<file path="src/rtl/mem_responder.sv">
// Single-port memory responder: accepts one load/store request at a time,
// drives a synchronous RAM port and returns load data or a store acknowledge.
module mem_responder #(
  parameter int ADDR_W = 16,
  parameter int DATA_W = 16,
  parameter int RD_LAT = 2
) (
  input  logic              clk,
  input  logic              reset,
  input  logic              req_valid,
  input  logic              req_write,
  input  logic [ADDR_W-1:0] req_addr,
  input  logic [DATA_W-1:0] req_wdata,
  output logic              req_ready,
  output logic              resp_valid,
  input  logic              resp_ready,
  output logic [DATA_W-1:0] resp_rdata,
  output logic [ADDR_W-1:0] mem_addr,
  output logic [DATA_W-1:0] mem_wdata,
  output logic              mem_wren,
  input  logic [DATA_W-1:0] mem_q,
  output logic              busy,
  output logic [1:0]        state_dbg
);

  // Handshakes: a transfer happens on a rising edge where valid and ready are
  // both high; valid never waits on ready, and a raised resp_valid stays high
  // with stable resp_rdata until it is taken.

  typedef enum logic [1:0] {
    IDLE      = 2'd0,
    RD_WAIT   = 2'd1,
    WR_COMMIT = 2'd2,
    RESP      = 2'd3
  } state_t;

  // mem_addr is registered at acceptance, so the RAM sees it one edge later;
  // the countdown covers those RD_LAT RAM cycles and captures q on the next edge.
  localparam logic [2:0] LAT_LOAD = 3'(RD_LAT);

  state_t     state;
  state_t     state_nxt;
  logic [2:0] cnt;
  logic       accept;

  always_ff @(posedge clk or negedge reset) begin
    if (!reset) state <= IDLE;
    else        state <= state_nxt;
  end

  always_comb begin
    state_nxt = state;
    accept    = 1'b0;
    case (state)
      IDLE: begin
        if (req_valid) begin
          accept    = 1'b1;
          state_nxt = req_write ? WR_COMMIT : RD_WAIT;
        end
      end
      RD_WAIT: begin
        if (cnt == 3'd0) state_nxt = RESP;
      end
      WR_COMMIT: state_nxt = RESP;
      RESP: begin
        if (resp_ready) state_nxt = IDLE;
      end
      default: state_nxt = IDLE;
    endcase
  end

  always_ff @(posedge clk or negedge reset) begin
    if (!reset) begin
      mem_addr   <= '0;
      mem_wdata  <= '0;
      resp_rdata <= '0;
      cnt        <= '0;
    end else if (accept) begin
      mem_addr  <= req_addr;
      mem_wdata <= req_wdata;
      cnt       <= req_write ? 3'd0 : LAT_LOAD;
    end else if (state == RD_WAIT) begin
      if (cnt == 3'd0) resp_rdata <= mem_q;
      else             cnt        <= cnt - 3'd1;
    end
  end

  // Decoded straight from the state register so reset drops them asynchronously.
  assign req_ready  = (state == IDLE);
  assign busy       = ~req_ready;
  assign resp_valid = (state == RESP);
  assign mem_wren   = (state == WR_COMMIT);
  assign state_dbg  = state;

endmodule

</file>
<file path="config.mk">
export PLATFORM = sky130hd
export DESIGN_NAME = mem_responder
export DESIGN_NICKNAME = d
export VERILOG_FILES = /design/src/rtl/mem_responder.sv
export SDC_FILE = /design/constraint.sdc
export NUM_CORES = 1
export LEC_CHECK = 0
export CORE_AREA = 2 2 88 69
export CTS_BUF_LIST = sky130_fd_sc_hd__clkbuf_2 sky130_fd_sc_hd__clkbuf_4 sky130_fd_sc_hd__clkbuf_8
export DETAILED_ROUTE_END_ITERATION = 8
export DIE_AREA = 0 0 90 71
export GPL_TIMING_DRIVEN = 0
export PLACE_DENSITY = 0.8
export SETUP_SLACK_MARGIN = 0.02
export SKIP_CTS_REPAIR_TIMING = 1
export SYNTH_ARGS = -nofsm -noshare
export SYNTH_HDL_FRONTEND = slang
export SYNTH_SLANG_ARGS = --single-unit
</file>
<file path="constraint.sdc">
create_clock -name clk -period 2 [get_ports clk]
set_clock_uncertainty 0.15 [all_clocks]
set_input_delay 0.2 -clock clk [delete_from_list [all_inputs] [get_ports clk]]
set_output_delay 0.2 -clock clk [all_outputs]
set_load 0.01 [all_outputs]
</file>
== Word-level counts from Yosys, hierarchy flattened ==
Index checks and enable logic that the tools add are counted.
Cells by class
  magnitude comparators: 0
  add/sub/neg operators: 1
  multiply operators: 0
  shifts and indexed selects: 0
  muxes and demuxes: 11
  equality and inequality tests: 7
  div/mod/pow operators: 0
  reduce and logical (&&, ||, !) cells: 6
  bitwise gates (word level): 2
Operator list (count)
  $mux W2: 5
  $mux W3: 3
  $pmux W2 S4: 1
  $reduce_and A3 Y1: 2
  $eq A2 B2 Y1 const B: 2
  $ne A2 B1 Y1 const B: 2
  $ne A2 B2 Y1 const B: 2
  $logic_not A3 Y1: 1
  $sub A3 B1 Y3 const B: 1
  $eq A2 B1 Y1 const B: 1
  $logic_not A2 Y1: 1
  $mux W1: 2
  $not A1 Y1: 2
  $reduce_and A2 Y1: 1
  $reduce_bool A2 Y1: 1
Storage, ports and cells
  register bits after elaboration: 53
  RAM bits: 0
  memory bits (read-only): 0
  memories: 0
  latch bits: 0
  input bits: 53

== Longest topological paths before layout ==
  depth after elaboration: 4
  depth in mapped cells: 6
  mapped depth without buffers: 6

== Worst setup path after synthesis ==
Ideal clock, no wire load.
  kind: reg-to-reg
  from: reg state[0], in the netlist state_dbg[0]
  to: reg mem_addr[10]
  setup time: 0.125 ns
  path slack: 0.257 ns
  data required time: 1.725 ns
  data arrival time: 1.468 ns
  cell stages (with the launch flop): 6
  path through: dfrtp_1 > inv_1 > ha_1 > nand2_4 > buf_6 > mux2_4
Between the ends
  longest elaborated chain between the ends: 2
Ends and longest elaborated chain
  start: declaration: RTL line 41  | state_t state;
  start signal: assignment: RTL line 48  | else state <= state_nxt;
  $logic_not A2 Y1
  named net req_ready: RTL line 14  | output logic req_ready,
  $mux W1: RTL line 54  | case (state)
  end signal: assignment: RTL line 79  | mem_addr <= req_addr;
  end: declaration: RTL line 18  | output logic [ADDR_W-1:0] mem_addr,
The timed path passes the listed nets, and every way through them passes these cells.
A chain may end at the register's enable or synchronous reset.

== Final worst setup path ==
  from: reg state[0], in the netlist state_dbg[0]
  to: out busy
Between the ends
  longest elaborated chain between the ends: 2
Ends and longest elaborated chain
  $logic_not A2 Y1: RTL line 89  | assign req_ready = (state == IDLE);
  $not A1 Y1: RTL line 90  | assign busy = ~req_ready;
  end: declaration: RTL line 22  | output logic busy,
Every way passes these cells.

==> metrics.log <==
[metrics] pwr dens: 1540 mW/mm2
[metrics] Synth top cells by count: 53 x dfrtp_1, 28 x mux2_4, 20 x mux2_2, 8 x inv_1, 7 x ha_1
[metrics] Crit Path Max Fanout: 6
[metrics] first-pass GRT wire length: 7.65 mm
[metrics] number of global-route vias before repair: 1519
[metrics] die area: 0.00639 mm2
[metrics] CTS clock-pin slew for the worst setup and hold paths: 0.10 ns
[metrics] most frequent cell after synthesis: dfrtp_1
[metrics] arrival time of data at the critical path endpoint: 1.58 ns
[metrics] total routing resource utilization after global routing: 15.1%
[metrics] CTS sink cnt: 53
[metrics] final antenna-violating net count: 0
[metrics] flip-flop and latch count after synthesis: 53
[metrics] Post-synth EDFFs: 0
[metrics] Slew Limit Headroom: 61.4%
[metrics] width of the die: 90 um
[metrics] number of top-level pins: 107
[metrics] First DRT Iteration DRCs: 31
[metrics] final design instance area without fill: 0.00355 mm2
[metrics] clock latency reported for the late side of the worst-skew pair: 0.29 ns
[metrics] transition time at the pin with the least slew margin: 0.579 ns
[metrics] status: finished, final reports clean
[metrics] Total Routed Length: 4.72 mm
[metrics] max-capacitance violation count: 0
[metrics] count of antenna diodes in the layout: 0
[metrics] Setup TNS Final: 0 ns
[metrics] RSZ-0062 raised after global routing: no
[metrics] die span in y: 71 um
[metrics] element type at the critical path start: register
[metrics] total leakage power: 1.62 nW
[metrics] number of design rule violations left after detail routing: 0
[metrics] number of setup violations in the final report: 0
[metrics] area growth from synthesis to final layout: 57.7%
[metrics] fraction of post-synthesis cell area in the top cell type by area: 58.9%
[metrics] number of search-and-repair iterations in the first detailed-routing pass: 4
[metrics] total number of vias: 1491
[metrics] post-synthesis async set-or-reset flop share: 100%
[metrics] per-cell routed wire length: 14.3 um
[metrics] # port buffers: 106
[metrics] number of cell rows: 24
[metrics] Syn. warnings: 0
[metrics] number of distinct library cell variants in the gate-level netlist after synthesis: 20
[metrics] Hold/Removal Path Class: input port to async pin
[metrics] antenna violations before repair: 0
[metrics] number of buffers created by CTS: 5
[metrics] post-synthesis cell type with the largest combined area: dfrtp_1
[metrics] max-slew violation count: 0
[metrics] Mapped Avg Cell Area: 16.6 um2
[metrics] Final min period: 1.93 ns
[metrics] maximum count of clock buffers along a single path: 2
[metrics] Primary FF master, synth: dfrtp_1
[metrics] share of synthesized area occupied by flip-flops and latches: 58.9%
[metrics] area of placed instances: 0.00343 mm2
[metrics] maximum number of pins on one net before global-route repair: 29
[metrics] cell count after synthesis: 136
[metrics] Via density: 4.50
[metrics] share of post-route cells with drive strength above 1: 27.3%
[metrics] CTS tree: yes
[metrics] classification of the worst setup path: register to output pin
[metrics] net count reported at finish: 312
[metrics] syn_nets: 196
[metrics] Final period util: 96.4%
[metrics] gr ovfl total: 0
[metrics] Post-Synthesis Cell Area: 0.00225 mm2
[metrics] root cell of the clock tree: clkbuf_8
[metrics] initial cell density of the core: 40.3%
[metrics] peak supply drop: 747 uV
[metrics] CP endpoint kind: output pin
[metrics] Max Fclk: 519 MHz
[metrics] Filler cells: 434
[metrics] final estimated routing congestion in global placement: 0.707
[metrics] post-place setup slack: 0.0941 ns
[metrics] area of the core: 0.00559 mm2
[metrics] H-tree depth: 2
[metrics] synth top area cells: dfrtp_1 59%, mux2_4 19%, mux2_2 10%
[metrics] dpl hpwl: 3.68 mm
[metrics] smallest setup slack after layout: 0.0726 ns
[metrics] data required time at the worst endpoint: 1.65 ns
[metrics] number of failing hold endpoints at the final stage: 0
kinds of logic (layout without fill, tap and decap cells):
| logic type | count (synthesis) | after routing | synth area share [%] |
|---|---|---|---|
| compound gates | 6 | 6 | 2.05 |
| buf+inv | 12 | 129 | 3.05 |
| simple gates | 6 | 6 | 1.78 |
| flops | 53 | 53 | 58.9 |
| fa+ha+maj | 7 | 7 | 3.89 |
| xor+xnor | 1 | 1 | 0.389 |
| mux | 51 | 51 | 30.0 |
cells in the final DEF (no fill, tap or decap), drive strengths merged:
cell type      netlist  layout
a21oi                1       1
a221oi               2       2
and2b                1       1
buf                  4       7
clkbuf               0       6
clkdlybuf4s50        0     104
clkinvlp             0       2
dfrtp               53      53
dlygate4sd3          0       1
dlymetal6s2s         0       1
ha                   7       7
inv                  8       8
mux2                48      48
mux2i                3       3
nand2                3       3
nand3b               1       1
nor2                 1       1
o211ai               1       1
o21ai                2       2
xnor2                1       1
worst max-delay path: stages (launching register included):
cell,delay [ns]
dfrtp_1,0.43
inv_2,0.09
ha_4,0.20
inv_1,0.05
clkdlybuf4s50_1,0.52
metal layers:
metal	track usage [%]	up-vias	wire length, um
met3	3.62	2	256
met1	21.6	726	2250
met4	4.10	0	34
li1	-	704	-
met2	23.4	59	2180
met5	0	-	0
registers in the layout (all words and copies together), names as in the netlist:
register	count
mem_addr	16
mem_wdata	16
resp_rdata	16
cnt	3
state_dbg	2
report_power, final:
| part | leakage, nW | internal, mW | switching [mW] | total [mW] |
|---|---|---|---|---|
| clock network | 0.0408 | 0.261 | 0.341 | 0.602 |
| registers | 0.624 | 1.63 | 0.304 | 1.93 |
| logic | 0.954 | 1.91 | 1.03 | 2.94 |
metrics by stage:
| step | hold slack [ns] | cells | power, mW | utilization, % |
|---|---|---|---|---|
| floorplan | -0.246 | 136 | 3.40 | - |
| global placement | 0.336 | 320 | 4.79 | 61.1 |
| detailed placement | 0.0827 | 321 | 4.88 | 61.4 |
| CTS | -0.248 | 329 | 5.50 | 63.0 |
| global route | 0.323 | 331 | 5.81 | 63.6 |
| finish | 0.279 | 331 | 5.48 | 63.6 |
final timing paths:
check	to	cells after the start	slack [ns]	from
setup / recovery	busy	4	0.07	state_dbg[0]$_DFFE_PN0P_
max in group asynchronous	cnt[0]$_DFFE_PN0P_	3	0.86	reset
min in group clk	mem_addr[1]$_DFFE_PN0P_	2	0.35	req_addr[1]
setup reg to reg	resp_rdata[15]$_DFFE_PN0P_	6	0.17	cnt[0]$_DFFE_PN0P_
hold / removal	resp_rdata[12]$_DFFE_PN0P_	2	0.28	reset
hold reg to reg	mem_addr[4]$_DFFE_PN0P_	1	0.36	mem_addr[4]$_DFFE_PN0P_
layout make-up:
class	count	area (um2)	area share [%]
buffer	4	41.3	1.16
clock buffer	6	76.3	2.15
clock inverter	2	15.0	0.423
inverter	8	30.0	0.845
multi-input combinational	71	871	24.5
sequential	53	1330	37.3
tap	78	97.6	2.75
timing repair buffer	109	1100	30.8
No activity file was read; power rests on OpenSTA's default activity.
